File: src/rtl/mem_stage.sv
// Memory-access pipeline stage: decodes the EX->MEM memory op and runs one SRAM-style
// request/addr_ok/data_ok transaction per load/store, producing the MEM->WB bus.
module mem_stage #(
  parameter int unsigned EX2MEMBusSize = 106,
  parameter int unsigned MEM2WBBusSize = 70
) (
  input  logic                     clk_i,
  input  logic                     rst_i,
  input  logic [EX2MEMBusSize-1:0] ex2mem_bus_i,
  input  logic                     ctl_mem_valid_i,
  input  logic                     ctl_wb_allow_in_i,
  output logic                     ctl_mem_over_o,
  output logic                     ctl_mem_allow_in_o,
  output logic [MEM2WBBusSize-1:0] mem2wb_bus_o,
  output logic                     mem_ale_o,
  output logic                     data_req_o,
  output logic                     data_wr_o,
  output logic [1:0]               data_size_o,
  output logic [3:0]               data_wstrb_o,
  output logic [31:0]              data_addr_o,
  output logic [31:0]              data_wdata_o,
  input  logic                     data_addr_ok_i,
  input  logic                     data_data_ok_i,
  input  logic [31:0]              data_rdata_i
);

  typedef enum logic [1:0] {StIdle, StWait, StDone} state_e;

  localparam logic [3:0] OpLb  = 4'd1;
  localparam logic [3:0] OpLh  = 4'd2;
  localparam logic [3:0] OpLw  = 4'd3;
  localparam logic [3:0] OpLbu = 4'd4;
  localparam logic [3:0] OpLhu = 4'd5;
  localparam logic [3:0] OpSb  = 4'd6;
  localparam logic [3:0] OpSh  = 4'd7;
  localparam logic [3:0] OpSw  = 4'd8;

  // EX->MEM bus fields
  logic [31:0] pc;
  logic [31:0] alu_result;
  logic [31:0] store_data;
  logic [3:0]  mem_op;
  logic        rf_we;
  logic [4:0]  rf_waddr;

  assign pc         = ex2mem_bus_i[105:74];
  assign alu_result = ex2mem_bus_i[73:42];
  assign store_data = ex2mem_bus_i[41:10];
  assign mem_op     = ex2mem_bus_i[9:6];
  assign rf_we      = ex2mem_bus_i[5];
  assign rf_waddr   = ex2mem_bus_i[4:0];

  state_e      state_q, state_d;
  logic [31:0] rdata_q, rdata_d;

  logic        is_load;
  logic        is_store;
  logic        is_mem;
  logic        misaligned;
  logic [1:0]  size;
  logic [3:0]  wstrb;
  logic [31:0] wdata;
  logic [7:0]  byte_sel;
  logic [15:0] half_sel;
  logic [31:0] load_ext;
  logic        handoff;
  logic [31:0] wb_data;

  // Operation decode: size, strobes, write data and alignment
  always_comb begin
    is_load    = 1'b0;
    is_store   = 1'b0;
    misaligned = 1'b0;
    size       = 2'd2;
    wstrb      = 4'b0000;
    wdata      = store_data;
    unique case (mem_op)
      OpLb, OpLbu: begin
        is_load = 1'b1;
        size    = 2'd0;
      end
      OpLh, OpLhu: begin
        is_load    = 1'b1;
        size       = 2'd1;
        misaligned = alu_result[0];
      end
      OpLw: begin
        is_load    = 1'b1;
        size       = 2'd2;
        misaligned = |alu_result[1:0];
      end
      OpSb: begin
        is_store = 1'b1;
        size     = 2'd0;
        wstrb    = 4'b0001 << alu_result[1:0];
        wdata    = {4{store_data[7:0]}};
      end
      OpSh: begin
        is_store   = 1'b1;
        size       = 2'd1;
        misaligned = alu_result[0];
        wstrb      = alu_result[1] ? 4'b1100 : 4'b0011;
        wdata      = {2{store_data[15:0]}};
      end
      OpSw: begin
        is_store   = 1'b1;
        size       = 2'd2;
        misaligned = |alu_result[1:0];
        wstrb      = 4'b1111;
      end
      default: ;
    endcase
    is_mem = is_load | is_store;
  end

  // Load lane select and extension
  always_comb begin
    byte_sel = 8'h00;
    unique case (alu_result[1:0])
      2'd0: byte_sel = data_rdata_i[7:0];
      2'd1: byte_sel = data_rdata_i[15:8];
      2'd2: byte_sel = data_rdata_i[23:16];
      2'd3: byte_sel = data_rdata_i[31:24];
      default: ;
    endcase
    half_sel = alu_result[1] ? data_rdata_i[31:16] : data_rdata_i[15:0];
    load_ext = data_rdata_i;
    unique case (mem_op)
      OpLb:    load_ext = {{24{byte_sel[7]}}, byte_sel};
      OpLbu:   load_ext = {24'h0, byte_sel};
      OpLh:    load_ext = {{16{half_sel[15]}}, half_sel};
      OpLhu:   load_ext = {16'h0, half_sel};
      default: load_ext = data_rdata_i;
    endcase
  end

  // Handshake and request outputs
  always_comb begin
    ctl_mem_over_o = 1'b0;
    if (ctl_mem_valid_i) begin
      unique case (state_q)
        StIdle:  ctl_mem_over_o = !is_mem || misaligned;
        StDone:  ctl_mem_over_o = 1'b1;
        default: ctl_mem_over_o = 1'b0;
      endcase
    end
    handoff            = ctl_mem_over_o && ctl_wb_allow_in_i;
    ctl_mem_allow_in_o = !ctl_mem_valid_i || handoff;
    mem_ale_o          = ctl_mem_valid_i && is_mem && misaligned;
    // Request is blanked during reset so the shared-reset slave never sees it
    data_req_o = !rst_i && ctl_mem_valid_i && (state_q == StIdle) && is_mem && !misaligned;
  end

  assign data_wr_o    = is_store;
  assign data_size_o  = size;
  assign data_wstrb_o = wstrb;
  assign data_addr_o  = alu_result;
  assign data_wdata_o = wdata;

  always_comb begin
    state_d = state_q;
    rdata_d = rdata_q;
    unique case (state_q)
      StIdle: begin
        if (data_req_o && data_addr_ok_i) state_d = StWait;
      end
      StWait: begin
        if (data_data_ok_i) begin
          state_d = StDone;
          rdata_d = is_load ? load_ext : 32'h0;
        end
      end
      StDone: begin
        if (handoff) state_d = StIdle;
      end
      default: state_d = StIdle;
    endcase
  end

  always_ff @(posedge clk_i or posedge rst_i) begin
    if (rst_i) begin
      state_q <= StIdle;
      rdata_q <= 32'h0;
    end else begin
      state_q <= state_d;
      rdata_q <= rdata_d;
    end
  end

  assign wb_data      = (state_q == StDone && is_load) ? rdata_q : alu_result;
  assign mem2wb_bus_o = {pc, wb_data, rf_we && !(is_mem && misaligned), rf_waddr};

endmodule

File: config.mk
export PLATFORM = sky130hd
export DESIGN_NAME = mem_stage
export DESIGN_NICKNAME = d
export VERILOG_FILES = /design/src/rtl/mem_stage.sv
export SDC_FILE = /design/constraint.sdc
export NUM_CORES = 1
export LEC_CHECK = 0
export CORE_AREA = 2 2 112 114
export DETAILED_ROUTE_END_ITERATION = 10
export DIE_AREA = 0 0 114 116
export MAX_ROUTING_LAYER = met4
export PLACE_DENSITY = 0.75
export SYNTH_ARGS = -nofsm -noshare
export SYNTH_HDL_FRONTEND = slang
export SYNTH_SLANG_ARGS = --single-unit
File: constraint.sdc
create_clock -name clk_i -period 4.15 [get_ports clk_i]
set_clock_uncertainty 0.05 [all_clocks]
set_input_delay 0.415 -clock clk_i [delete_from_list [all_inputs] [get_ports clk_i]]
set_output_delay 0.415 -clock clk_i [all_outputs]
set_load 0.005 [all_outputs]
# Word level (Yosys, flattened, before mapping)
# Cells that the tools add are included.
[op_classes]
n_reduce_logical = 28
div = 0
magnitude_cmp = 0
bitwise_logic = 1
n_mul = 0
add_sub_neg = 0
shift = 1
n_eq_ne = 16
muxes = 18
[op_table]
columns = ["operator", "count"]
rows = [
  ["$pmux W32 S4", 1],
  ["$mux W32", 2],
  ["$pmux W32 S2", 1],
  ["$pmux W8 S4", 1],
  ["$eq A4 B3 Y1 const B", 4],
  ["$mux W16", 1],
  ["$pmux W4 S3", 1],
  ["$logic_and A1 B1 Y1", 11],
  ["$reduce_or A3 Y1", 3],
  ["$eq A4 B2 Y1 const B", 2],
  ["$eq A2 B2 Y1 const B", 3],
  ["$mux W2", 3],
  ["$pmux W2 S3", 1],
  ["$logic_not A1 Y1", 5],
  ["$reduce_or A5 Y1", 1],
  ["$eq A2 B1 Y1 const B", 2],
  ["$eq A4 B1 Y1 const B", 1],
  ["$eq A4 B4 Y1 const B", 1],
  ["$logic_not A2 Y1", 2],
  ["$mux W4", 1],
  ["$ne A2 B2 Y1 const B", 2],
  ["$pmux W1 S2", 2],
  ["$pmux W2 S2", 1],
  ["$reduce_or A2 Y1", 2],
  ["7 further kinds", 10],
]
[word_totals]
output_inout_bits = 145
ramBits = 0
inputBits = 144
memories = 0
elab_cells = 66
latch_bits = 0
register_bits = 34
rom_bits = 0

# Logic depth before layout (Yosys ltp)
[logic_depth]
word_depth = 11
mapped_depth = 7
ltp_nobuf = 5

# Worst setup path after synthesis
# OpenSTA, ideal clock, no wires.
[synth_timing]
path_type = "input-to-output"
from = "input ex2mem_bus_i[6]"
to = "output mem2wb_bus_o[10]"
arrival_ns = 1.712
path_slack_ns = 1.973
cell_stages = 6
t_required_ns = 3.685
path_cell_list = "buf_6 > nor3_1 > nand4bb_1 > clkbuf_2 > buf_2 > mux2_2"
[synth_between]
elab_chain_len = 5
word_cells_on_any_way = 9
[synth_rtl]
columns = ["item", "line_no", "text"]
rows = [
  ["start, declared", "9", "input logic [EX2MEMBusSize-1:0] ex2mem_bus_i,"],
  ["$eq A4 B3 Y1, or another cell as far along", "77", "unique case (mem_op)"],
  ["$reduce_or A5 Y1 (no line) (*)", "n/a", ""],
  ["$mux W1 (*)", "77", ""],
  ["$logic_and A1 B1 Y1 (*)", "190", "assign wb_data = (state_q == StDone && is_load) ? rdata_q : alu_result;"],
  ["$mux W32 (*)", "190", ""],
  ["end, declared", "14", "output logic [MEM2WBBusSize-1:0] mem2wb_bus_o,"],
]
# Mark *: on every way between the ends. The rest lies on a longest branch, timed or not.

# Worst setup path in the final report
[layout_timing]
from = "input ex2mem_bus_i[7]"
to = "output mem2wb_bus_o[35]"
# Same word-level chain as after synthesis.

==> impl_metrics.toml <==
[run_status]
outcome = "completed"

[global_route]
antenna_found_initial = 0
grtUsageTotal_pct = 19.7
overflow = 0
grt_pass1_vias = 3741
grt_max_degree = 36
grt_pass1_wl_um = 19500

[final_layout]
final_common_cell = "clkdlybuf4s50_1"
diodes = 0
final_cell_mix = "214 x clkdlybuf4s50_1, 74 x nand2_1, 44 x o21ai_0, 40 x mux2_2, 34 x dfrtp_1"
syn2layout_area_growth_pct = 50.8
fillers = 1166
regArea_um2 = 851
drive_above_1_share_pct = 15.0
multi_input_area_um2 = 2030
finalNetCount = 710

[synthesis]
ys_ff_latch = 34
syn_inst = 441
yosys_warnings = 0
synth_area_leader_cell = "dfrtp_1"
netlist_area_um2 = 3640
syn-num-nets = 585
ys_seq_area_share_pct = 23.4
synth_cell_types = 48
yosys.area.top_type_share_pct = 23.4
synth.area.top_cells = "dfrtp_1 23%, buf_4 17%, mux2_2 12%"
ys.flop_type = "dfrtp_1"
syn_area_per_cell_um2 = 8.25
synth-edff-count = 0
async_flop_share_pct = 100

[route]
dr.first_iter.drc_count = 220
firstDrtPassIters = 5
top_layer = "met4"
drcViolationCount = 0
wl_um = 13300
wl_met3_um = 1450
antenna_left = 0
routed_via_density = 5.23
wl_per_cell_um = 18.6
met2WireLength_um = 6810
vias = 3731
wl_met1_um = 4690

[setup_path]
r2r_end = "rdata_q[2]"
cp_data_required_time_ns = 3.68
critPathCapture = "mem2wb_bus_o[35]"
worstPathMaxFanout = 32
critPathArrivalTime_ns = 3.07
end_kind = "output pin"
r2r_start = "state_q[1]"
critPathKind = "in -> out"
r2r_cells = 6
crit_start = "ex2mem_bus_i[7]"
start_kind = "input pin"
rrSetupSlack_ns = 1.67

[power_and_ir_drop]
vdd_drop_max_uv = 136
powerDensity_nw_per_um2 = 243
p_leak_nw = 2.20

[timing]
period_needed_ns = 3.53
finalSetupViolations = 0
setup_ws_ns = 0.618
finalCritPeriodShare_pct = 85.1
worstMarginPinSlew_ns = 1.10
rsz0062_at_grt = "no"
tns_ns = 0
hold_ws_ns = 0.433
max_freq_mhz = 283
hold_viol_final = 0
slew_headroom_pct = 26.1
finalMaxSlewViolations = 0

[floorplanning]
die_y_um = 116
core_um2 = 11900
die_w_um = 114
start_util_pct = 30.5
rows = 40
fp.dieArea_um2 = 13200
ioPinCount = 289

[clock_tree]
ctsResizeCount = 0
clockRootBuffer = "clkbuf_16"
cts-buffers-inserted = 5
cts_max_level = 2
cts.sinks = 34
postCtsHoldBufs = 0
path_clk_slew_ns = 0.05
cts_buffer_depth = 2
tritoncts = "yes"
clkLatencyLatePin_ns = 0.27
cts_setup_buffers = 0

[job]
drv_cap = 0

[placement]
numPortBuffers = 214
place_congestion = 0.849
place_ws_ns = 0.575
dp_hpwl_um = 10500

[worst_hold_path]
hold_class = "reg -> reg"
[cells by family (layout without fill, tap and decap cells)]
group	count (synthesis)	count (layout)	synth area share [%]
simple gates	124	124	15.4
mux	64	64	21.4
xor+xnor	1	1	0.241
buf+inv	115	241	20.9
compound gates	102	102	18.4
fa+ha+maj	1	1	0.275
flops	34	34	23.4
[final cells by class]
cell class | instances | share of cell area [%]
Timing Repair Buffer | 226 | 40.7
Multi-Input combinational cell | 292 | 37.0
Inverter | 7 | 0.479
Clock buffer | 7 | 2.42
Tap cell | 147 | 3.35
Clock inverter | 1 | 0.547
Sequential cell | 34 | 15.5
[synth_stat cells (10+ instances only)]
| cell type | n |
|---|---|
| buf_4 | 80 |
| o21ai_2 | 10 |
| nand2_1 | 74 |
| a22oi_1 | 12 |
| buf_2 | 10 |
| nor2_1 | 24 |
| a21oi_1 | 12 |
| mux2i_1 | 16 |
| o21ai_0 | 44 |
| o31ai_1 | 10 |
| dfrtp_1 | 34 |
| mux2_2 | 40 |
| clkbuf_1 | 12 |
[where the power goes]
| part | internal, W | switching [W] |
|---|---|---|
| sequential | 0.000383 | 0.0000325 |
| clock | 0.000283 | 0.000130 |
| combinational | 0.000303 | 0.000201 |
| total | 0.000969 | 0.000364 |
[flip-flops by register name, indices dropped and copies added (netlist names)]
| name | count |
|---|---|
| state_q | 2 |
| rdata_q | 32 |
[worst min-delay path by stage]
stage / from / depth (start not counted) / to
floorplan: rdata_q[15] / 2 / rdata_q[15]
global placement: rdata_q[17] / 2 / rdata_q[17]
detailed placement: rdata_q[27] / 2 / rdata_q[27]
CTS: rdata_q[27] / 2 / rdata_q[27]
global route: rdata_q[27] / 2 / rdata_q[27]
finish: rdata_q[27] / 2 / rdata_q[27]
[per-layer routing]
layer | up-vias | GRT usage (%)
li1 | 1714 | -
met1 | 1758 | 20.4
met2 | 239 | 34.8
met3 | 20 | 6.90
met4 | 0 | 6.59
met5 | - | -
[through the flow]
step	total power, W	instance area, µm²	util (%)	instances
floorplan	0.000675	3640	-	441
global placement	0.000915	5320	44.7	706
detailed placement	0.000927	5320	44.7	706
CTS	0.00135	5490	46.1	714
global route	0.00140	5490	46.1	714
finish	0.00133	5490	46.1	714
[worst max-delay path, cell delays in order]
cell	delay, ns
clkdlybuf4s50_1	0.44
buf_4	0.22
nor3_1	0.49
nand4bb_2	0.25
buf_4	0.38
mux2_2	0.39
clkdlybuf4s50_1	0.46
Power figures use the tool's default switching activity.
